==> config.mk <==
export PLATFORM = sky130hd
export DESIGN_NAME = dsp_mac_unit
export DESIGN_NICKNAME = d
export VERILOG_FILES = /design/src/rtl/dsp_pkg.sv /design/src/rtl/dsp_mul_core.sv /design/src/rtl/dsp_mac_unit.sv
export SDC_FILE = /design/constraint.sdc
export NUM_CORES = 1
export LEC_CHECK = 0
export CAP_MARGIN = 10
export CORE_ASPECT_RATIO = 0.9
export CORE_UTILIZATION = 60
export DETAILED_ROUTE_END_ITERATION = 10
export PLACE_DENSITY_LB_ADDON = 0.1
export SYNTH_ARGS = -nofsm -noshare
export SYNTH_HDL_FRONTEND = slang
export SYNTH_HIERARCHICAL = 1
export SYNTH_SLANG_ARGS = --single-unit
==> constraint.sdc <==
create_clock -name i_clk -period 10.37 [get_ports i_clk]
set_clock_uncertainty 0.05 [all_clocks]
set_input_delay 1.5555 -clock i_clk [delete_from_list [all_inputs] [get_ports i_clk]]
set_output_delay 1.5555 -clock i_clk [all_outputs]
set_load 0.02 [all_outputs]
==> src/rtl/dsp_pkg.sv <==
// rtl/dsp_pkg.sv - shared opcodes, FSM states and iteration-count derivation for the DSP MAC unit
package dsp_pkg;

   localparam logic [1:0] OP_MUL   = 2'b00;
   localparam logic [1:0] OP_MULH  = 2'b01;
   localparam logic [1:0] OP_MULHU = 2'b10;
   localparam logic [1:0] OP_MAC   = 2'b11;

   typedef enum logic [1:0] {
      IDLE = 2'b00,
      CALC = 2'b01,
      FIX  = 2'b10,
      DONE = 2'b11
   } dsp_state_e;

   // Multiplier iterations: one STEP_BITS-wide slice of operand B per cycle.
   function automatic int dsp_iters(input int data_w, input int step_bits);
      return data_w / step_bits;
   endfunction

endpackage

==> src/rtl/dsp_mul_core.sv <==
// rtl/dsp_mul_core.sv - iterative unsigned shift-add multiplier, STEP_BITS multiplier bits per step
//
// Ports:
//   clk_i, rst_ni   clock and asynchronous active-low reset
//   load_i          latch operands, clear product, reload iteration counter
//   step_i          retire one slice of b (MSB-first)
//   a_i             DATA_W+1 bit unsigned magnitude (covers |0x80000000|)
//   b_i             DATA_W bit unsigned magnitude
//   prod_o          2*DATA_W bit product
//   last_o          high while the final step is pending
module dsp_mul_core
   import dsp_pkg::*;
#(
   parameter int DATA_W    = 32,
   parameter int STEP_BITS = 4
) (
   input  logic                  clk_i,
   input  logic                  rst_ni,
   input  logic                  load_i,
   input  logic                  step_i,
   input  logic [DATA_W:0]       a_i,
   input  logic [DATA_W-1:0]     b_i,
   output logic [2*DATA_W-1:0]   prod_o,
   output logic                  last_o
);

   localparam int ITERS = dsp_iters(DATA_W, STEP_BITS);
   localparam int CNT_W = $clog2(ITERS + 1);
   localparam int PW    = 2 * DATA_W;

   logic [DATA_W:0]     a_q, a_d;
   logic [DATA_W-1:0]   b_q, b_d;
   logic [PW-1:0]       prod_q, prod_d;
   logic [CNT_W-1:0]    cnt_q, cnt_d;

   logic [PW-1:0]       a_ext;
   logic [PW-1:0]       nib_ext;
   logic [PW-1:0]       pp;

   // Horner form: prod = prod * 2^STEP_BITS + slice * a, consuming b from its top slice.
   assign a_ext   = {{(PW-DATA_W-1){1'b0}}, a_q};
   assign nib_ext = {{(PW-STEP_BITS){1'b0}}, b_q[DATA_W-1 -: STEP_BITS]};
   assign pp      = a_ext * nib_ext;

   always_comb begin
      a_d    = a_q;
      b_d    = b_q;
      prod_d = prod_q;
      cnt_d  = cnt_q;
      if (load_i) begin
         a_d    = a_i;
         b_d    = b_i;
         prod_d = '0;
         cnt_d  = CNT_W'(ITERS - 1);
      end else if (step_i) begin
         prod_d = (prod_q << STEP_BITS) + pp;
         b_d    = b_q << STEP_BITS;
         cnt_d  = cnt_q - 1'b1;
      end
   end

   always_ff @(posedge clk_i or negedge rst_ni) begin
      if (!rst_ni) begin
         a_q    <= '0;
         b_q    <= '0;
         prod_q <= '0;
         cnt_q  <= '0;
      end else begin
         a_q    <= a_d;
         b_q    <= b_d;
         prod_q <= prod_d;
         cnt_q  <= cnt_d;
      end
   end

   assign prod_o = prod_q;
   assign last_o = (cnt_q == '0);

endmodule

==> src/rtl/dsp_mac_unit.sv <==
// rtl/dsp_mac_unit.sv - decode-side DSP responder: iterative MUL/MULH/MULHU/MAC with busy stall
//
// Ports:
//   i_clk, i_reset        clock and asynchronous active-low reset
//   i_start_dsp           request strobe, sampled in IDLE/DONE
//   i_op_dsp              00 MUL, 01 MULH, 10 MULHU, 11 MAC
//   i_register1/2         operands A and B
//   i_WriteReg            destination register
//   i_acc_clr             accumulator clear, honoured in IDLE/DONE
//   o_busy                pipeline stall (CALC/FIX)
//   o_done, o_RegWrite    one-cycle result-valid pulse
//   o_result, o_WriteReg  result word and destination, held until next FIX
module dsp_mac_unit
   import dsp_pkg::*;
#(
   parameter int DATA_W    = 32,
   parameter int STEP_BITS = 4
) (
   input  logic              i_clk,
   input  logic              i_reset,
   input  logic              i_start_dsp,
   input  logic [1:0]        i_op_dsp,
   input  logic [DATA_W-1:0] i_register1,
   input  logic [DATA_W-1:0] i_register2,
   input  logic [4:0]        i_WriteReg,
   input  logic              i_acc_clr,
   output logic              o_busy,
   output logic              o_done,
   output logic [DATA_W-1:0] o_result,
   output logic [4:0]        o_WriteReg,
   output logic              o_RegWrite
);

   localparam int PW = 2 * DATA_W;
   localparam logic [DATA_W:0]   ONE_A = {{DATA_W{1'b0}}, 1'b1};
   localparam logic [DATA_W-1:0] ONE_B = {{(DATA_W-1){1'b0}}, 1'b1};
   localparam logic [PW-1:0]     ONE_P = {{(PW-1){1'b0}}, 1'b1};

   dsp_state_e        state_q, state_d;
   logic [1:0]        op_q, op_d;
   logic [4:0]        rd_q, rd_d;
   logic              sign_q, sign_d;
   logic [DATA_W-1:0] acc_q, acc_d;
   logic [DATA_W-1:0] result_q, result_d;
   logic [4:0]        wreg_q, wreg_d;

   logic              core_load;
   logic              core_step;
   logic              core_last;
   logic [PW-1:0]     core_prod;

   logic              in_mulh;
   logic [DATA_W:0]   a_mag;
   logic [DATA_W-1:0] b_mag;
   logic [PW-1:0]     prod_fix;
   logic [DATA_W-1:0] word_sel;

   // Only MULH treats operands as signed. A is sign-extended to DATA_W+1 bits before
   // negation so that the most negative value yields its true magnitude 2^(DATA_W-1).
   assign in_mulh = (i_op_dsp == OP_MULH);
   assign a_mag   = (in_mulh && i_register1[DATA_W-1])
                    ? (~{i_register1[DATA_W-1], i_register1} + ONE_A)
                    : {1'b0, i_register1};
   assign b_mag   = (in_mulh && i_register2[DATA_W-1])
                    ? (~i_register2 + ONE_B)
                    : i_register2;

   assign prod_fix = sign_q ? (~core_prod + ONE_P) : core_prod;
   assign word_sel = ((op_q == OP_MULH) || (op_q == OP_MULHU))
                     ? prod_fix[PW-1:DATA_W]
                     : prod_fix[DATA_W-1:0];

   dsp_mul_core #(
      .DATA_W    (DATA_W),
      .STEP_BITS (STEP_BITS)
   ) u_core (
      .clk_i  (i_clk),
      .rst_ni (i_reset),
      .load_i (core_load),
      .step_i (core_step),
      .a_i    (a_mag),
      .b_i    (b_mag),
      .prod_o (core_prod),
      .last_o (core_last)
   );

   always_comb begin
      state_d   = state_q;
      op_d      = op_q;
      rd_d      = rd_q;
      sign_d    = sign_q;
      acc_d     = acc_q;
      result_d  = result_q;
      wreg_d    = wreg_q;
      core_load = 1'b0;
      core_step = 1'b0;
      case (state_q)
         IDLE, DONE: begin
            // Clear lands before a MAC started on the same edge reaches FIX.
            if (i_acc_clr) acc_d = '0;
            if (i_start_dsp) begin
               state_d   = CALC;
               op_d      = i_op_dsp;
               rd_d      = i_WriteReg;
               sign_d    = in_mulh && (i_register1[DATA_W-1] ^ i_register2[DATA_W-1]);
               core_load = 1'b1;
            end else begin
               state_d = IDLE;
            end
         end
         CALC: begin
            core_step = 1'b1;
            if (core_last) state_d = FIX;
         end
         FIX: begin
            state_d = DONE;
            wreg_d  = rd_q;
            if (op_q == OP_MAC) begin
               acc_d    = acc_q + word_sel;
               result_d = acc_q + word_sel;
            end else begin
               result_d = word_sel;
            end
         end
         default: state_d = IDLE;
      endcase
   end

   always_ff @(posedge i_clk or negedge i_reset) begin
      if (!i_reset) begin
         state_q  <= IDLE;
         op_q     <= OP_MUL;
         rd_q     <= '0;
         sign_q   <= 1'b0;
         acc_q    <= '0;
         result_q <= '0;
         wreg_q   <= '0;
      end else begin
         state_q  <= state_d;
         op_q     <= op_d;
         rd_q     <= rd_d;
         sign_q   <= sign_d;
         acc_q    <= acc_d;
         result_q <= result_d;
         wreg_q   <= wreg_d;
      end
   end

   assign o_busy     = (state_q == CALC) || (state_q == FIX);
   assign o_done     = (state_q == DONE);
   assign o_RegWrite = (state_q == DONE);
   assign o_result   = result_q;
   assign o_WriteReg = wreg_q;

endmodule

Word level (Yosys, flattened, before mapping) --
Index checks and enable logic that the tools add are counted.
Cells by class: reductions and logical operators 12, equality and inequality tests 10, bitwise operators 4, add/subtract/negate cells 6, muxes and demuxes 20, $mul 1
Operators by type and width (count):
- $mux 32 | 7
- $mux 64 | 3
- $add 64x1->64 const B | 1
- $add 64x64->64 | 1
- $not 64->64 | 1
- $pmux 32 s2 | 1
- $mul 33x4->37 | 1
- $add 33x1->33 const B | 1
- $mux 33 | 1
- $not 33->33 | 1
- $add 32x1->32 const B | 1
- $add 32x32->32 | 1
- $not 32->32 | 1
- $eq 2x2->1 const B | 4
- $mux 4 | 2
- $eq 2x1->1 const B | 3
- $ne 2x2->1 const B | 3
- $pmux 2 s3 | 1
- $logic_not 4->1 | 1
- $mux 1 | 4
- $reduce_bool 2->1 | 2
- $sub 4x1->4 const B | 1
- $logic_and 1x1->1 | 3
- $reduce_and 3->1 | 1
- 6 further kinds | 7
Storage, ports and cells: logic and storage cells 64, flip-flop bits (word level) 212, bits of input ports 75, output and inout bits 40

Logic depth before layout (Yosys ltp) --
Gate-level depths: netlist of run 1.
depth in word-level cells 7, depth in mapped cells 20, mapped depth without buffers 19

Cells and area by module --
Netlist of run 1, hierarchy kept.
By module, submodules not included:
- dsp_mul_core | times used 1, cells an instance 1247, seq. area each 3328.2 µm², area each 11388.4 µm²
- dsp_mac_unit | times used 1, cells an instance 1008, seq. area each 1976.9 µm², area each 8035.2 µm²

Worst setup path before layout of run 1 --
Ideal clock, no wire load.
path kind register -> register, from reg u_core.prod_q[16] (netlist: u_core/prod_o[16]), to reg acc_q[30], path slack 5.182 ns, buffers on the path 1, period minus slack after synthesis 5.188 ns, data required time 10.198 ns, setup time 0.122 ns, stages on the path, launching flop included 19, data arrival time 5.016 ns, path through dfrtp_1 or4_4 or3_4 or4_4 buf_6 or3_4 o41ai_4 xor2_1 mux2i_1 ha_1 and4_1 nand2b_1 o211ai_1 a221o_1 o211ai_1 a21oi_1 o21a_1 or3_1 a32o_1
Between the ends: cells in the longest elaborated chain, start to end 7
RTL lines:
- start: declaration | RTL line dsp_mul_core.sv:33 | logic [PW-1:0] prod_q, prod_d;
- start signal: assignment | RTL line dsp_mul_core.sv:71 | prod_q <= prod_d;
- $not 64->64 | RTL line dsp_mac_unit.sv:68 | assign prod_fix = sign_q ? (~core_prod + ONE_P) : core_prod;
- $add 64x1->64 | RTL line dsp_mac_unit.sv:68
- $mux 64 (*) | RTL line dsp_mac_unit.sv:68
- $mux 32 (*) | RTL line dsp_mac_unit.sv:70 | ? prod_fix[PW-1:DATA_W]
- $add 32x32->32 (*) | RTL line dsp_mac_unit.sv:119 | acc_d = acc_q + word_sel;
- $mux 32 (*) | RTL line dsp_mac_unit.sv:118 | if (op_q == OP_MAC) begin
- $pmux 32 s2 (*) | RTL line dsp_mac_unit.sv:97 | case (state_q)
- end signal: assignment | RTL line dsp_mac_unit.sv:135 | acc_q <= '0;
- end signal: assignment | RTL line dsp_mac_unit.sv:143 | acc_q <= acc_d;
- end: declaration | RTL line dsp_mac_unit.sv:43 | logic [DATA_W-1:0] acc_q, acc_d;
Mark *: on every way between the ends. The rest lies on a longest branch, timed or not. The select of a mux whose other input is x is not followed. A chain may end at the register's enable or synchronous reset.

Worst setup path after layout of run 1 --
from reg u_core.prod_q[25] (netlist: u_core/prod_o[25]), to reg acc_q[30]
The elaborated chain is that of the path after synthesis.

==> summary.md, run 1 <==
| Metric | Value |
|---|---|
| Largest net degree at the start of global routing | 76 |
| TritonCTS buffer count | 25 |
| First-pass GRT wire length | 83,610 um |
| CTS tree | built |
| Footprint of the multi-input gates | 12,940 um^2 |
| Core Box Area | 31,880 um^2 |
| Crit. End Element | flip-flop |
| Area leader, netlist | dfrtp_1 |
| Root cell of the clock tree | clkbuf_16 |
| Hold Path Origin | o_result[27]$_DFFE_PN0P_ |
| CP cell instances | nor4_1 -> nand2_1 -> or4_1 -> o31ai_1 -> xor2_1 -> a21oi_1 -> ha_1 -> inv_1 -> fa_1 -> nand2b_1 -> a211oi_1 -> o21ai_0 -> a21oi_1 -> o211ai_1 -> a21oi_1 -> o21a_1 -> o21ai_0 -> a32o_1 |
| Commonest non-fill, non-tap cell in the layout | dfrtp_1 |
| CP startpoint | u_core/prod_o[25]$_DFFE_PN0P_ |
| Max cap viols | 0 |
| Gate count after technology mapping | 2,255 |
| Final hold violations | 0 |
| Post-Route WL | 50,930 um |
| Post-CTS setup buffer count | 0 |
| Part of the cycle the worst path needs | 55.99% |
| Number of global-route vias before repair | 16.12k |
| Overflow after GRT | 0 |
| Crit path kind | flip-flop to flip-flop |
| Share of layout cells above drive strength 1 | 6.443% |
| Crit-path max cell delay | 0.84 ns |
| RSZ-0062 raised after global routing | false |
| WP data arrival | 6.18 ns |
| Prevailing post-synth register cell | dfrtp_1 |
| CP most frequent cell | a21oi_1 |
| Netlist cell types | 91 |
| Port Buffers | 114 |
| Chip height | 172.7 um |
| Fmax | 172.2 MHz |
| Hpwl dp | 38,690 um |
| Initial Util | 60.92% |
| Final #Nets | 2,569 |
| Post-synth top area share | 27.31% |
| Netlist Area Pre-Place | 19,420 um^2 |
| RePlAce Congestion | 0.9458 |
| Initial antenna violation count | 0 |
| Ports | 115 |
| Final TNS setup | 0 ns |
| TritonRoute pass-1 iters | 5 |
| DR vias | 16.73k |
| Max-slew violations | 0 |
| Hold EP | o_result[27]$_DFFE_PN0P_ |
| Flop and latch count out of synthesis | 212 |
| Antenna cells | 0 |
| Initial DRC Count | 1,546 |
| Number of synthesized flops with an enable pin | 0 |
| Die X | 191.7 um |
| Final min period | 5.806 ns |
| Setup-failing EPs final | 0 |
| Slew margin rel. | 34.55% |
| Clock slew at reported path FFs | 0.06 ns |
| Commonest cells after routing, fill and taps aside | 212 x dfrtp_1, 207 x inv_1, 184 x nand2_1 |
| Syn_nets | 2,513 |
| Data required, critical path | 10.74 ns |
| R2R Path End | acc_q[30]$_DFFE_PN0P_ |
| Storage element area | 5305 um^2 |
| Async SR Flop Fraction | 100.0% |
| Status | finished clean |
| CP max-delay cell | nor4_1 |
| Clock Sinks | 212 |
| Filler instances | 2,656 |
| Clock Latency Late Sink | 0.54 ns |
| # rows | 62 |
| Reg2reg setup slack | 4.56 ns |
| Full die area | 33,100 um^2 |
| DRT antenna net count | 0 |
| Min-Delay Path Class | flip-flop to flip-flop |
| Hold-critical path depth | 2 |
| Hold-fix buffers, CTS | 0 |
| Vias/cell | 6.095 |
| DRC | 0 |
| Post-synthesis to final-layout area growth | 11.54% |
| FF-to-FF path depth | 18 |
| H-Tree Depth | 1 |
| Mean post-synth cell area | 8.614 um^2 |
| Critical path peak fanout | 6 |
| Register area share after synthesis | 27.31% |
| Routed len/inst | 18.56 um |
| Yosys Warn Count | 6 |
| Clock Path Buffers | 3 |
| GR Util All Layers | 31.42% |
| Worst-Margin Slew | 0.9818 ns |
| # resized after CTS | 0 |
| Worst reg2reg startpoint | u_core/prod_o[25]$_DFFE_PN0P_ |
| Synth area leaders | dfrtp_1 27%, fa_1 9.8%, ha_1 5.7% |
| CP startpoint kind | flip-flop |
## layout make-up
class                      count  share of cell area, %
sequential                   212                  24.49
tap                          416                  2.402
clock inverter                13                 0.7103
clock buffer                  31                  3.176
timing repair buffer         129                  5.810
multi-input combinational   1732                  59.75
inverter                     211                  3.667
## synth_stat cells, types with 10 or more instances
master,instances
clkbuf_1,75
nand2b_1,15
a311oi_1,19
nand4_1,10
xor2_1,66
nand3_1,37
nor2_1,178
and2_1,133
dfrtp_1,212
a21o_1,38
o41ai_1,14
a31oi_1,24
inv_1,208
mux2_2,48
o211ai_1,14
a21oi_1,126
or4_1,20
buf_1,15
a22o_1,26
o31ai_1,31
o21ai_0,106
xnor2_1,97
a211oi_1,17
fa_1,95
nor4_1,21
o21a_1,15
mux2i_1,64
nand2_1,184
o21bai_1,12
nor2b_1,13
or3_1,26
nor3_1,41
and3_1,16
ha_1,88
o21ai_1,22
## per-layer routing
layer | part of all wire [%] | vias to the layer above | routed length [um] | global-route usage [%]
met4 | 2.5 | 0 | 1292 | 8.333
met1 | 47 | 8165 | 23720 | 46.59
li1 | - | 7952 | - | -
met3 | 5.8 | 92 | 2973 | 3.897
met5 | 0 | - | 0 | 0
met2 | 45 | 517 | 22950 | 48.45
## registers in the layout, summed over array words and instances, names as in the netlist, 4 cells and up
signal and cells:
o_result 32, u_core/b_q 32, u_core/prod_o 64, u_core/cnt_q 4, rd_q 5, o_WriteReg 5, u_core/a_q 33, acc_q 32
## kinds of logic after synthesis
family	Yosys count	share of synthesized area, %
AO/OA/AOI/OAI	539	18.50
multiplexers	112	6.081
adder cells (fa/ha/maj)	183	15.46
XOR/XNOR	163	7.350
AND/OR/NAND/NOR	734	19.14
buffers and inverters	311	6.132
flip-flops	212	27.31
other	1	0.01931
## through the flow
stage	hold slack [ns]	area [um^2]	std cells	utilization (%)	setup WS (ns)
2_1_floorplan	0.4063	19420	2255	-	5.182
3_3_place_gp	0.4241	20820	2699	65.29	4.460
3_5_place_dp	0.4405	20820	2699	65.29	4.247
6_report	0.4562	21670	2744	67.95	4.564
5_1_grt	0.4726	21670	2744	67.95	4.127
4_1_cts	0.4556	21660	2743	67.93	4.231
## how the worst max path moves through the flow
stage	to
after floorplan	acc_q[30]$_DFFE_PN0P_
after global placement	u_core/prod_o[52]$_DFFE_PN0P_
after detailed placement	u_core/prod_o[40]$_DFFE_PN0P_
after CTS	u_core/prod_o[40]$_DFFE_PN0P_
after global routing	u_core/prod_o[63]$_DFFE_PN0P_
final	acc_q[30]$_DFFE_PN0P_
## critical path: cells and delay by family (launching register included)
family	cells	cell delay [ns]
AOI/OAI and AO/OA	10	2.51
and+or+nand+nor	4	1.79
adders and majority gates	2	0.67
DFF	1	0.45
xor gates and xnor gates	1	0.14
buffers and inverters	1	0.07
Power of run 1 is not shown: default switching activity piles up to over one toggle a cycle in this logic, so the estimate is an artifact.
==> run 2, diff against run 1 <==
clock period = 6.1 ns   (was 10.37 ns; I/O delays follow)
==> run 2 against run 1 <==
Effect of this change:
- flip-flop and latch count unchanged
- cell area up 0.33%
- global-route usage up 0.37 points
- first-iteration DRC count down 9.1%
- sequential share of layout area down 0.080 points
- via count up 1.3%
- setup slack worse by 4.2 ns
- largest cell class unchanged
- routed wire length up 2.3%
- hold slack worse by 0.13 ns
- critical endpoint is now u_core/prod_o[63]$_DFFE_PN0P_
- non-clock buffer count up 12
- critical path depth down 3
- highest routed layer unchanged
==> summary.md, run 2 (synthesis results as in run 1) <==
| Metric | Value |
|---|---|
| Antenna cells | 0 (unchanged) |
| Ports | 115 (unchanged) |
| Crit path kind | flip-flop to flip-flop |
| CTS tree | built |
| Die X | 191.7 um (unchanged) |
| Final Non-Filler Cells | 2,757 (+0.47%) |
| CP most frequent cell | fa_1 |
| Clock Sinks | 212 (unchanged) |
| Critical path peak fanout | 34 (+28) |
| H-Tree Depth | 1 (unchanged) |
| Final #Nets | 2,581 (+0.47%) |
| RSZ-0062 raised after global routing | false |
| Hold-fix buffers, CTS | 0 (unchanged) |
| Part of the cycle the worst path needs | 94.02% (+38 points) |
| Final min period | 5.735 ns (-0.07087 ns) |
| TritonCTS buffer count | 25 (unchanged) |
| Post-synthesis to final-layout area growth | 11.91% |
| CP max-delay cell | dfrtp_1 |
| DR vias | 16.95k (+1.3%) |
| Placed Cells | 2,712 (+0.48%) |
| Clock slew at reported path FFs | 0.06 ns (about the same) |
| Initial DRC Count | 1,405 (-9.1%) |
| GR Util All Layers | 31.79% (+0.37 points) |
| # rows | 62 (unchanged) |
| Commonest non-fill, non-tap cell in the layout | dfrtp_1 |
| Reg2reg setup slack | 0.36 ns (-4.20 ns) |
| Crit. End Element | flip-flop |
| R2R Path End | u_core/prod_o[63]$_DFFE_PN0P_ |
| Routed len/inst | 18.89 um (+1.8%) |
| Worst-Margin Slew | 1.022 ns (+0.04027 ns) |
| Min-Delay Path Class | primary input to asynchronous set/reset pin |
| Port Buffers | 114 (unchanged) |
| Full die area | 33,100 um^2 (unchanged) |
| Fmax | 174.4 MHz (+1.2%) |
| Max cap viols | 0 (unchanged) |
| Core Box Area | 31,880 um^2 (unchanged) |
| WP data arrival | 6.13 ns (-0.05 ns) |
| Post-CTS setup buffer count | 0 (unchanged) |
| Vias/cell | 6.146 (+0.83%) |
| Setup-failing EPs final | 0 (unchanged) |
| TritonRoute pass-1 iters | 5 (unchanged) |
| Final core utilization | 68.18% (+0.22 points) |
| DRC | 0 (unchanged) |
| Initial antenna violation count | 1 (+1) |
| Root cell of the clock tree | clkbuf_16 |
| Chip height | 172.7 um (unchanged) |
| Largest net degree at the start of global routing | 117 (+54%) |
| Commonest cells after routing, fill and taps aside | 212 x dfrtp_1, 207 x inv_1, 184 x nand2_1 |
| DRT antenna net count | 0 (unchanged) |
| Max reg flops | 64 (unchanged) |
| Final TNS setup | 0 ns (unchanged) |
| Max-slew violations | 0 (unchanged) |
| Status | finished clean |
| Clock Path Buffers | 3 (unchanged) |
| Worst reg2reg startpoint | u_core/b_q[29]$_DFFE_PN0P_ |
| Clock Latency Late Sink | 0.55 ns (about the same) |
| Overflow after GRT | 0 (unchanged) |
| Hpwl dp | 39,560 um (+2.3%) |
| Number of global-route vias before repair | 16.02k (-0.65%) |
| Slew margin rel. | 31.86% (-2.7 points) |
| Share of layout cells above drive strength 1 | 6.749% (+0.31 points) |
| # resized after CTS | 0 (unchanged) |
| CP startpoint kind | flip-flop |
| Initial Util | 60.92% (unchanged) |
| First-pass GRT wire length | 84,480 um (+1.0%) |
| FF-to-FF path depth | 15 (-3) |
| Post-Route WL | 52,080 um (+2.3%) |
| RePlAce Congestion | 0.9926 (+4.9%) |
| Final hold violations | 0 (unchanged) |
| CP cell instances | and2_1 -> fa_1 -> fa_1 -> inv_1 -> fa_1 -> inv_1 -> fa_1 -> a21oi_1 -> o22ai_1 -> o31a_2 -> a211o_2 -> a21oi_2 -> or4_1 -> o21ai_0 -> a311oi_1 |
| Data required, critical path | 6.50 ns (-4.24 ns) |
| Crit-path max cell delay | 0.98 ns (+0.14 ns) |
==> run 2: changes by cell type in the layout (fill, tap and decap cells not counted), sizes merged <==
cell	delta
clkbuf	+2
clkinv	+1
buf	+12
inv	+1
clkinvlp	-3
==> run 2: layer usage <==
metal  GRT usage (%)  part of all wire, %  up-vias
met5               0                    0        -
met4           8.995                  2.6        0
met3           3.795                  6.4       77
met2           48.72                   45      615
met1           47.23                   46     8261
li1                -                    -     7992
==> run 2: worst max-delay path by stage <==
stage	from	end	slack (ns)	cells past startpoint
after floorplan	u_core/prod_o[16]$_DFFE_PN0P_	acc_q[30]$_DFFE_PN0P_	0.91	18
after global placement	u_core/b_q[29]$_DFFE_PN0P_	u_core/prod_o[63]$_DFFE_PN0P_	0.68	15
after detailed placement	u_core/b_q[29]$_DFFE_PN0P_	u_core/prod_o[63]$_DFFE_PN0P_	0.48	15
after CTS	u_core/b_q[29]$_DFFE_PN0P_	u_core/prod_o[63]$_DFFE_PN0P_	0.45	15
after global routing	u_core/b_q[29]$_DFFE_PN0P_	u_core/prod_o[63]$_DFFE_PN0P_	0.05	15
final	u_core/b_q[29]$_DFFE_PN0P_	u_core/prod_o[63]$_DFFE_PN0P_	0.36	15
==> run 2: critical path: cells and delay by family, from the launching register on <==
family / cells / cell delay [ns]
fa+ha+maj: 4 / 1.97
compound gates: 7 / 1.92
flops: 1 / 0.98
simple gates: 2 / 0.55
buf+inv: 2 / 0.13
==> run 2: final cells by class <==
class	instances	area [um^2]
Multi-Input combinational cell	1732	12940
Fill cell	2625	10150
Sequential cell	212	5305
Timing Repair Buffer	141	1361
Inverter	211	794.5
Clock buffer	33	665.6
Tap cell	416	520.5
Clock inverter	12	145.1
==> run 2: through the flow <==
step           cell area [um^2]  worst slack, ns  hold slack [ns]
2_1_floorplan             19420           0.9123           0.4063
3_3_place_gp              20930           0.6812           0.4245
3_5_place_dp              20930           0.4806           0.4328
4_1_cts                   21740           0.4539           0.3711
5_1_grt                   21740          0.04611           0.4170
6_report                  21740           0.3646           0.3250
Power of run 2 is left out for the same reason.
